`src/rtl/uart_tx_frame_ctrl.sv`:
```
// UART transmit framer: start bit, WIDTH data bits LSB first, optional parity bit, stop bit.
// Each bit lasts one clk. tx_out and busy are driven directly from registers.
module uart_tx_frame_ctrl #(
  parameter int WIDTH = 8
) (
  input  logic             clk,
  input  logic             rst,
  input  logic             data_valid,
  input  logic [WIDTH-1:0] p_data,
  input  logic             par_en,
  input  logic             par_bit,
  output logic             tx_out,
  output logic             busy
);

  localparam int CNT_W = (WIDTH > 1) ? $clog2(WIDTH) : 1;
  localparam logic [CNT_W-1:0] LAST_BIT = CNT_W'(WIDTH - 1);

  typedef enum logic [2:0] {
    IDLE,
    START,
    DATA,
    PARITY,
    STOP
  } state_e;

  state_e           state_q;
  logic [WIDTH-1:0] shift_q;
  logic [CNT_W-1:0] bit_cnt_q;
  logic             par_en_q;
  logic             par_q;
  logic             tx_q;
  logic             busy_q;
  logic             accept;

  // STOP also accepts, which makes back-to-back frames possible with no idle gap.
  assign accept = data_valid && ((state_q == IDLE) || (state_q == STOP));

  // NOTE: every register here uses <= so all of them update from the same pre-edge values.
  always_ff @(posedge clk or posedge rst) begin
    if (rst) begin
      state_q   <= IDLE;
      shift_q   <= '0;
      bit_cnt_q <= '0;
      par_en_q  <= 1'b0;
      par_q     <= 1'b0;
      tx_q      <= 1'b1;
      busy_q    <= 1'b0;
    end else begin
      case (state_q)
        IDLE, STOP: begin
          if (accept) begin
            state_q  <= START;
            shift_q  <= p_data;
            par_en_q <= par_en;
            tx_q     <= 1'b0;
            busy_q   <= 1'b1;
          end else begin
            state_q  <= IDLE;
            tx_q     <= 1'b1;
            busy_q   <= 1'b0;
          end
        end
        START: begin
          // The parity stage output becomes valid one clk after accept, so it is sampled here.
          par_q     <= par_bit;
          state_q   <= DATA;
          bit_cnt_q <= '0;
          tx_q      <= shift_q[0];
          shift_q   <= shift_q >> 1;
        end
        DATA: begin
          if (bit_cnt_q == LAST_BIT) begin
            if (par_en_q) begin
              state_q <= PARITY;
              tx_q    <= par_q;
            end else begin
              state_q <= STOP;
              tx_q    <= 1'b1;
            end
          end else begin
            bit_cnt_q <= bit_cnt_q + 1'b1;
            tx_q      <= shift_q[0];
            shift_q   <= shift_q >> 1;
          end
        end
        PARITY: begin
          state_q <= STOP;
          tx_q    <= 1'b1;
        end
        default: begin
          state_q <= IDLE;
          tx_q    <= 1'b1;
          busy_q  <= 1'b0;
        end
      endcase
    end
  end

  assign tx_out = tx_q;
  assign busy   = busy_q;

endmodule

```
`config.mk`:
```
export PLATFORM = sky130hd
export DESIGN_NAME = uart_tx_frame_ctrl
export DESIGN_NICKNAME = d
export VERILOG_FILES = /design/src/rtl/uart_tx_frame_ctrl.sv
export SDC_FILE = /design/constraint.sdc
export NUM_CORES = 1
export LEC_CHECK = 0
export ABC_CLOCK_PERIOD_IN_PS = 5000
export CELL_PAD_IN_SITES_DETAIL_PLACEMENT = 2
export CELL_PAD_IN_SITES_GLOBAL_PLACEMENT = 2
export CORE_MARGIN = 1
export CORE_UTILIZATION = 36
export CTS_CLUSTER_DIAMETER = 40
export CTS_CLUSTER_SIZE = 24
export DETAILED_ROUTE_END_ITERATION = 10
export PLACE_DENSITY_LB_ADDON = 0.12
export SLEW_MARGIN = 20
export SYNTH_ARGS = -nofsm -noshare
export SYNTH_HDL_FRONTEND = slang
export SYNTH_SLANG_ARGS = --single-unit
```
`constraint.sdc`:
```
create_clock -name clk -period 5 [get_ports clk]
set_input_delay 1 -clock clk [delete_from_list [all_inputs] [get_ports clk]]
set_output_delay 1 -clock clk [all_outputs]
set_load 0.01 [all_outputs]
```
Word level (Yosys, flattened, before mapping) --
Cells that the tools add are included. Widths: inputs -> output; s select.
Storage, ports and cells: register bits after elaboration 18, input bits 13, logic and storage cells 41
Operators by class: $add $sub $neg 1, eq/ne operators 8, mux-type cells 15, reductions and logical operators 10
Operators with widths (count):
- $pmux 8 s3 | 1
- $mux 8 | 2
- $pmux 3 s4 | 1
- $mux 3 | 3
- $eq 3x2->1 const B | 2
- $eq 3x3->1 const B | 2
- $ne 2x2->1 const B | 3
- $pmux 3 s2 | 1
- $mux 1 | 5
- $reduce_and 2->1 | 2
- $add 3x1->3 const B | 1
- $eq 3x1->1 const B | 1
- $logic_not 3->1 | 1
- $pmux 1 s3 | 1
- $reduce_and 3->1 | 1
- $reduce_bool 3->1 | 1
- $reduce_or 3->1 | 1
- $pmux 1 s2 | 1
- $reduce_bool 2->1 | 1
- $reduce_or 2->1 | 1
- $logic_and 1x1->1 | 1
- $logic_or 1x1->1 | 1

Logic depth before layout (Yosys ltp) --
Gate-level depths: netlist (run 1).
depth in word-level cells 5, mapped depth 6, mapped depth without buffers 5

Least setup slack after synthesis (run 1) --
No wires, ideal clock.
path kind input to register, start point input data_valid, end point register shift_q[7], data arrival time 1.720 ns, data required time 4.873 ns, setup slack 3.153 ns, stages 4, path buffers 1, cell sequence nor3b_4 > or3_1 > buf_6 > mux2i_1
Between the ends: cells in the longest elaborated chain, start to end 3
Ends and longest elaborated chain:
- start, declared | RTL line 8 | input logic data_valid,
- $logic_and 1x1->1 | RTL line 37 | assign accept = data_valid && ((state_q == IDLE) || (state_q == STOP));
- $ne 2x2->1 (no source line)
- $reduce_and 3->1 (no source line)
- end signal, assigned | RTL line 54 | shift_q <= p_data;
- end signal, assigned | RTL line 70 | shift_q <= shift_q >> 1;
- end signal, assigned | RTL line 84 | shift_q <= shift_q >> 1;
- end, declared | RTL line 28 | logic [WIDTH-1:0] shift_q;
No other way between the ends. A chain may end at the register's enable or synchronous reset.

Worst setup path after layout (run 1) --
Same ends and word-level chain as after synthesis.

==> results of run 1 <==
[cells in the mapped netlist]
library cell	count	area, µm²
a21oi_1	3	15.0
nor3b_4	2	37.5
ha_1	2	25.0
or3_1	1	6.26
o211ai_1	1	7.51
mux2i_1	2	20.0
buf_4	1	7.51
nand2b_1	1	6.26
dfstp_2	1	26.3
xor2_2	1	16.3
a2bb2oi_1	1	8.76
nor4b_4	1	23.8
nor4_1	7	43.8
buf_6	2	22.5
dfrtp_1	17	425
a22oi_1	2	15.0
o2bb2ai_1	3	26.3
inv_1	6	22.5
nand4_1	1	6.26
and3_1	1	6.26
nor3b_1	2	15.0
xnor2_1	1	8.76
nor2b_1	1	6.26
a31o_2	1	8.76
mux2_2	2	22.5
nand3_1	7	35.0
o21ai_0	10	50.1
a31oi_1	7	43.8
nand2_1	4	15.0
a2111oi_0	1	8.76
clkbuf_2	1	5.00
clkbuf_1	2	7.51
[worst paths after layout]
| path | start | to | slack [ns] |
|---|---|---|---|
| worst max-delay path | data_valid | shift_q[7] | 2.67 |
| worst min-delay path | bit_cnt_q[1] | bit_cnt_q[1] | 0.53 |
| worst max register to register | bit_cnt_q[0] | shift_q[7] | 2.94 |
| worst min register to register | bit_cnt_q[1] | bit_cnt_q[1] | 0.53 |
| max in group asynchronous | rst | par_en_q | 3.43 |
| min in group asynchronous | rst | par_q | 1.11 |
[power by group]
part / switching [mW] / total, mW / internal [mW]
sequential: 0.0791 / 0.296 / 0.217
combinational: 0.170 / 0.324 / 0.154
clock: 0.0442 / 0.0752 / 0.0309
total: 0.293 / 0.694 / 0.401
[per-stage QoR]
| step | utilization | instance area [µm²] | hold slack (ns) |
|---|---|---|---|
| CTS | 0.454 | 1160 | 0.538 |
| detailed placement | 0.444 | 1130 | 0.513 |
| finish | 0.454 | 1160 | 0.534 |
| global route | 0.454 | 1160 | 0.560 |
| floorplan | - | 995 | 0.472 |
| global placement | 0.444 | 1130 | 0.503 |
[cell type report]
type | count | area share
flip-flops and latches | 18 | 0.391
multi-input cells | 65 | 0.413
well taps | 30 | 0.0325
repair buffers | 14 | 0.121
inverters | 6 | 0.0195
clock buffers | 4 | 0.0227
[worst register-to-register path, cell delays in order, from the launching register on]
cell	delay [ns]
dfrtp_1	0.42
ha_1	0.22
ha_1	0.29
nor4b_4	0.47
or3_1	0.36
mux2i_1	0.24
[cells by family after synthesis]
group,Yosys count
AND/OR/NAND/NOR,28
adder cells (fa/ha/maj),2
multiplexers,4
XOR/XNOR,2
flip-flops,18
buffers and inverters,12
AO/OA/AOI/OAI,29
[sequential cells by signal, indices dropped and copies added (netlist names)]
signal / flops
tx_out: 1
busy: 1
shift_q: 8
state_q: 3
par_q: 1
par_en_q: 1
bit_cnt_q: 3
[metal layers]
metal  vias to the layer above  wire (µm)  track usage
met3                         2         45       0.0333
li1                        383          -            -
met2                         8       1120        0.301
met1                       405       1190        0.258
met4                         0         13       0.0513
met5                         -          0            0
==> summary.txt, run 1 <==
Pwr
  • VDD IR max: between 200 and 300 µV
  • Pwr Total: roughly 0.7 mW
  • Pwr dens: roughly 600 nW/µm²
  • LEAKAGE: around 0.46 nW

Place
  • Buffers added on ports: 14
  • GPL Wtd Cong: between 0.7 and 0.8
  • DP HPWL: roughly 1.8 mm
  • Placed insts: 133
  • Pre-CTS setup slack: approximately 2.3 ns

Worst hold path
  • Tightest Hold Check Type: flip-flop to flip-flop
  • WHS Path Cells: 1

Worst setup path
  • Critical path peak fanout: 10
  • Critical path's largest stage delay: ~0.5 ns
  • Crit end category: flip-flop
  • Crit-path slowest cell: clkdlybuf4s50_1
  • Worst EP arrival: around 2.6 ns
  • Buf+Inv Stages, Crit Path: 1
  • Startpoint types: input pin
  • Reg2Reg Depth: 5
  • Worst path cell trace: clkdlybuf4s50_1 -> nor3b_4 -> or3_1 -> mux2i_1
  • Critical Path RT: 5.22 ns
  • Top Family by Delay on Critical Path: simple AND/OR/NAND/NOR gates
  • Setup CP Type: input pin to flip-flop
  • Levels on crit path: 4

Yosys
  • Synth Area in XOR/XNOR: 0.0252
  • Cell variety after synth: 32
  • Synthesized Nets: 110
  • Post-synthesis sequential area ratio: 0.454
  • Yosys warns: 0
  • Post-Synth Simple-Gate Area: 0.203
  • Syn Area/Cell: between 10 and 15 µm²
  • Synth Area in Compound Gates: 0.185
  • Seq cells post-synth: 18
  • Adder-cell share of the synthesized area: 0.0252
  • Multiplexer area fraction after synthesis: 0.0428
  • Largest family of logic cells by synthesized area: simple AND/OR/NAND/NOR gates
  • Cell count after synthesis: 95
  • Mapped Area: ~1000 µm²

Drt
  • Detail Route Antenna Nets: 0
  • Pre-Repair DR Iteration Count: 2
  • WL/cell: 17.3 µm
  • DR iter-0 viols: 1
  • Via count: between 700 and 800
  • Routed WL: between 2 and 2.5 mm
  • Vias per std cell: 5.82
  • Number of remaining DRC errors: 0

Floorplanning
  • Io pins: 15
  • Initial Util: 0.391
  • Row cnt: 18
  • Die Y: 54.6 µm
  • Total die area: 2980 µm²
  • Die Span X: 54.6 µm
  • Placeable Area: approximately 2500 µm²

Cells and area
  • Nets@finish: about 120
  • Area of the multi-input gates: around 480 µm²
  • Layout Cells excl Fill: approximately 140
  • Most common cell after layout, fill and taps aside: dfrtp_1
  • Antenna Cells: 0
  • Area delta synth->final: 16.2%
  • Most used cells in the layout excluding fill and tap cells: dfrtp_1, clkdlybuf4s50_1, o21ai_0
  • Seq. cell area: 452 µm²
  • # fillers: between 200 and 300
  • Ratio of cells with drive above 1 in the final layout: 0.103

Outcome
  • Status: completed

Clock network
  • CTS Root Cell: clkbuf_4
  • Cts-stage hold buffer count: 0
  • Clk slew on worst S/H paths: between 0.1 and 0.15 ns
  • CTS Buf Count: 3
  • Clock Sink Count: 18
  • CTS H-tree depth: 1
  • Clock latency at the later pin of the worst-skew pair: slightly below 0.3 ns
  • Max clock buf depth: 2
  • CTS tree: done
  • Post-CTS Setup Inserts: 0
  • Post-CTS sizing: 0

Global routing
  • GRT overflow: 0
  • Tot GR Track Use: 0.188
  • Vias in the first global route: 825
  • Initial antenna violation count: 0
  • Global-route wire length before repair: approximately 3.9 mm
  • Pin count of the biggest net entering global routing: 19

STA
  • Least-Margin Pin Slew: about 0.7 ns
  • Final slew viol count: 0
  • Final worst slack: 2.67 ns
  • Max Clock Skew: about 0.01 ns
  • Fin Setup TNS: 0 ns
  • Max-Slew Margin vs Limit: 0.526
  • Min Tclk post-route: 2.33 ns
  • RSZ-0062 raised after global routing: no
  • Final hold vios: 0
  • Fmax: between 0.4 and 0.5 GHz
  • Final period util: 0.467
  • Final setup viols: 0

Job
  • MaxCap Viol Count: 0
Power figures use the tool's default switching activity.
==> run 2, diff against run 1 <==
Settings changed: ABC_CLOCK_PERIOD_IN_PS 5000 to 2200, CORE_UTILIZATION 36 to 33.
Clock period 5 ns to 2.2 ns, I/O delays scaled along.
==> summary.txt, run 2 (synthesis gave the netlist of run 1 again) <==
Global routing
  • Pin count of the biggest net entering global routing: 19
  • Tot GR Track Use: 0.181
  • Global-route wire length before repair: ~4.4 mm
  • Initial antenna violation count: 0
  • GRT overflow: 0
  • Vias in the first global route: about 900

Clock network
  • Post-CTS Setup Inserts: 0
  • CTS Root Cell: clkbuf_4
  • Clock latency at the later pin of the worst-skew pair: around 0.3 ns
  • CTS Buf Count: 3
  • CTS tree: done
  • Post-CTS sizing: 0
  • Clock Sink Count: 18
  • Clk slew on worst S/H paths: around 0.12 ns
  • CTS H-tree depth: 1
  • Cts-stage hold buffer count: 0
  • Max clock buf depth: 2

Cells and area
  • Antenna Cells: 0
  • Max FFs per register: 8
  • Area of the multi-input gates: about 480 µm²
  • Area delta synth->final: 21.1%
  • Seq. cell area: 452 µm²
  • Ratio of cells with drive above 1 in the final layout: 0.152
  • Most used cells in the layout excluding fill and tap cells: dfrtp_1, clkdlybuf4s50_1, o21ai_0
  • Final Core Density: 0.430
  • # fillers: 320
  • Nets@finish: around 130
  • Top reg by flops: shift_q
  • Final instance area: 1200 µm²
  • Regs by FF count: shift_q x8, bit_cnt_q x3, state_q x3
  • Layout Cells excl Fill: 143
  • Most common cell after layout, fill and taps aside: dfrtp_1

Worst hold path
  • Tightest Hold Check Type: input pin to asynchronous set/reset pin

Floorplanning
  • Row cnt: 19
  • Die Span X: about 57 µm
  • Placeable Area: 2810 µm²
  • Io pins: 15
  • Die Y: approximately 57 µm
  • Total die area: between 3000 and 4000 µm²
  • Initial Util: 0.355

STA
  • Final period util: 0.830
  • Min Tclk post-route: between 1.5 and 2 ns
  • Least-Margin Pin Slew: roughly 0.6 ns
  • Final hold vios: 0
  • Final worst slack: 0.374 ns
  • Max Clock Skew: between 0.007 and 0.008 ns
  • Minimum hold slack: roughly 0.45 ns
  • Final setup viols: 0
  • Max-Slew Margin vs Limit: 0.589
  • RSZ-0062 raised after global routing: no
  • Fmax: about 0.55 GHz
  • Fin Setup TNS: 0 ns
  • Final slew viol count: 0

Pwr
  • VDD IR max: between 400 and 500 µV
  • Pwr Total: 1.68 mW
  • LEAKAGE: between 0.4 and 0.5 nW
  • Pwr dens: about 1400 nW/µm²

Drt
  • WL/cell: about 18 µm
  • Number of remaining DRC errors: 0
  • Pre-Repair DR Iteration Count: 4
  • Detail Route Antenna Nets: 0
  • DR iter-0 viols: 16
  • Vias per std cell: roughly 5.8
  • Via count: slightly above 800
  • Routed WL: 2.63 mm

Job
  • MaxCap Viol Count: 0

Worst setup path
  • Critical Path RT: roughly 2.4 ns
  • Critical path peak fanout: 8
  • Startpoint types: flip-flop
  • Worst EP arrival: 2.00 ns
  • Crit end category: flip-flop
  • Setup CP Type: flip-flop to flip-flop

Place
  • GPL Wtd Cong: 0.721
  • Placed Area: approximately 1200 µm²
  • Buffers added on ports: 14
  • Pre-CTS setup slack: between 0.3 and 0.4 ns
  • Placed insts: between 100 and 150
  • DP HPWL: approximately 1.9 mm

Outcome
  • Status: completed
run 2: changes by cell type in the layout (fill, tap and decap cells not counted), sizes merged:
| cell | delta |
|---|---|
| buf | +5 |
run 2: critical path: stages, from the launching register on:
cell	delay (ns)
dfrtp_1	0.41
ha_1	0.17
ha_1	0.35
nor4b_4	0.08
or3_1	0.52
mux2i_1	0.17
run 2: per-layer routing:
metal	vias to the layer above	share of wire	wire length (µm)	GRT usage
li1	392	-	-	-
met1	417	0.50	1310	0.264
met2	14	0.46	1200	0.279
met3	2	0.033	87	0.0207
met4	0	0.0091	24	0.0627
met5	-	0	0	0
run 2: final timing paths:
| path | start | endpoint | slack (ns) | cells after the start |
|---|---|---|---|---|
| max | bit_cnt_q[0] | shift_q[7] | 0.37 | 5 |
| min | rst | bit_cnt_q[1] | 0.45 | 3 |
| max reg2reg | bit_cnt_q[0] | shift_q[7] | 0.37 | 5 |
| min reg2reg | par_q | par_q | 0.53 | 1 |
| max in group asynchronous | rst | tx_out | 1.48 | 3 |
| min in group clk | par_q | par_q | 0.53 | 1 |
run 2: cell type report:
| type | instances | area share |
|---|---|---|
| multi-input cells | 65 | 0.397 |
| flip-flops and latches | 18 | 0.375 |
| repair buffers | 19 | 0.147 |
| well taps | 31 | 0.0322 |
| clock buffers | 4 | 0.0301 |
| inverters | 6 | 0.0187 |
run 2: power by group:
part	switching (mW)	internal [mW]	leakage [nW]
Clock	0.111	0.101	0.0210
Combinational	0.419	0.381	0.252
Sequential	0.174	0.493	0.216
Total	0.704	0.975	0.489
==> run 3, diff against run 2 <==
Settings changed: ABC_CLOCK_PERIOD_IN_PS 2200 to 1800.
Clock period 2.2 ns to 1.8 ns, I/O delays scaled along.
==> summary.txt, run 3 (synthesis gave the netlist of run 1 again) <==
Global routing
  • Vias in the first global route: around 940
  • Global-route wire length before repair: around 4.7 mm
  • Tot GR Track Use: 0.194
  • Initial antenna violation count: 0
  • GRT overflow: 0
  • Pin count of the biggest net entering global routing: 19

Clock network
  • Max clock buf depth: 2
  • Clock Sink Count: 18
  • Clk slew on worst S/H paths: ~0.11 ns
  • Cts-stage hold buffer count: 0
  • Post-CTS sizing: 0
  • CTS tree: done
  • CTS Root Cell: clkbuf_4
  • CTS H-tree depth: 1
  • Post-CTS Setup Inserts: 0
  • Clock latency at the later pin of the worst-skew pair: ~0.29 ns
  • CTS Buf Count: 3

Place
  • Buffers added on ports: 14
  • DP HPWL: roughly 2.0 mm
  • Placed Area: ~1200 µm²
  • GPL Wtd Cong: between 0.7 and 0.8

Cells and area
  • Regs by FF count: shift_q x8, bit_cnt_q x3, state_q x3
  • Most common cell after layout, fill and taps aside: dfrtp_1
  • Final instance area: 1240 µm²
  • Nets@finish: between 100 and 150
  • Antenna Cells: 0
  • Top reg by flops: shift_q
  • Final Core Density: 0.444
  • Area delta synth->final: 25.2%
  • # fillers: 310
  • Max FFs per register: 8
  • Most used cells in the layout excluding fill and tap cells: dfrtp_1, clkdlybuf4s50_1, buf_4
  • Ratio of cells with drive above 1 in the final layout: 0.195

Outcome
  • Status: completed

Worst setup path
  • Crit-path slowest cell: dfstp_2
  • Startpoint types: flip-flop
  • Worst path cell trace: clkdlybuf4s50_1
  • Buf+Inv Stages, Crit Path: 1
  • Top Family by Delay on Critical Path: flip-flops
  • Setup CP Type: flip-flop to output port
  • Worst EP arrival: around 1.3 ns
  • Internal reg-to-reg setup slack: about 0.14 ns
  • Critical path peak fanout: 1
  • Crit end category: output port
  • Critical path's largest stage delay: around 0.53 ns
  • Critical Path RT: around 1.4 ns
  • Worst Setup SP: tx_out
  • Worst reg2reg path startpoint: bit_cnt_q[0]

STA
  • Final slew viol count: 0
  • Fmax: 0.591 GHz
  • Final setup viols: 0
  • Max Clock Skew: approximately 0.010 ns
  • RSZ-0062 raised after global routing: no
  • Minimum hold slack: around 0.37 ns
  • Min Tclk post-route: 1.69 ns
  • Final hold vios: 0
  • Max-Slew Margin vs Limit: 0.619
  • Final period util: 0.941
  • Fin Setup TNS: 0 ns
  • Least-Margin Pin Slew: between 0.5 and 0.6 ns

Floorplanning
  • Row cnt: 19
  • Total die area: about 3200 µm²
  • Initial Util: 0.355
  • Io pins: 15
  • Placeable Area: 2810 µm²
  • Die Span X: 56.9 µm
  • Die Y: between 50 and 60 µm

Drt
  • DR iter-0 viols: 29
  • WL/cell: approximately 19 µm
  • Pre-Repair DR Iteration Count: 4
  • Routed WL: ~2.8 mm
  • Detail Route Antenna Nets: 0
  • Via count: 867
  • Number of remaining DRC errors: 0
  • Vias per std cell: between 5 and 6

Job
  • MaxCap Viol Count: 0

Worst hold path
  • Tightest Hold Check Type: input pin to asynchronous set/reset pin

Pwr
  • LEAKAGE: about 0.51 nW
  • Pwr dens: approximately 1700 nW/µm²
  • VDD IR max: 505 µV
==> run 3: cell count changes in the layout (fill, tap and decap cells not counted) <==
cell	before	now
buf_4	5	11
clkbuf_1	0	1
clkbuf_8	1	0
or3_1	1	0
or3_4	0	1
==> run 3: worst paths after layout <==
| path | to | depth (start not counted) |
|---|---|---|
| setup / recovery | tx_out | 1 |
| hold reg to reg | par_q | 1 |
| setup reg to reg | shift_q[6] | 6 |
| max in group asynchronous | tx_out | 3 |
| hold / removal | shift_q[7] | 3 |
| min in group clk | par_q | 1 |
==> run 3: metal layers <==
layer,vias to the layer above,GRT usage,part of all wire
met3,2,0.0300,0.031
met2,14,0.297,0.47
met4,0,0.0662,0.0069
li1,406,-,-
met5,-,0,0
met1,445,0.279,0.49
==> run 3: cell type report <==
| type | instances | area, µm² | area share |
|---|---|---|---|
| multi-input cells | 65 | 483 | 0.388 |
| flip-flops and latches | 18 | 452 | 0.363 |
| repair buffers | 25 | 223 | 0.179 |
| well taps | 31 | 38.8 | 0.0312 |
| clock buffers | 4 | 26.3 | 0.0211 |
| inverters | 6 | 22.5 | 0.0181 |
==> run 3: power by group <==
group          total, mW  switching, mW  leakage, nW  internal (mW)
Sequential         0.812          0.210        0.216          0.602
Clock              0.212          0.125       0.0150         0.0861
Combinational       1.10          0.553        0.282          0.544
==> run 3: through the flow <==
stage	setup WS [ns]	power (mW)	cells
after floorplan	0.0742	1.52	95
after global placement	0.0400	1.83	145
after detailed placement	0.0233	1.90	145
after CTS	0.0390	2.13	149
after global routing	0.0143	2.30	149
final	0.107	2.12	149
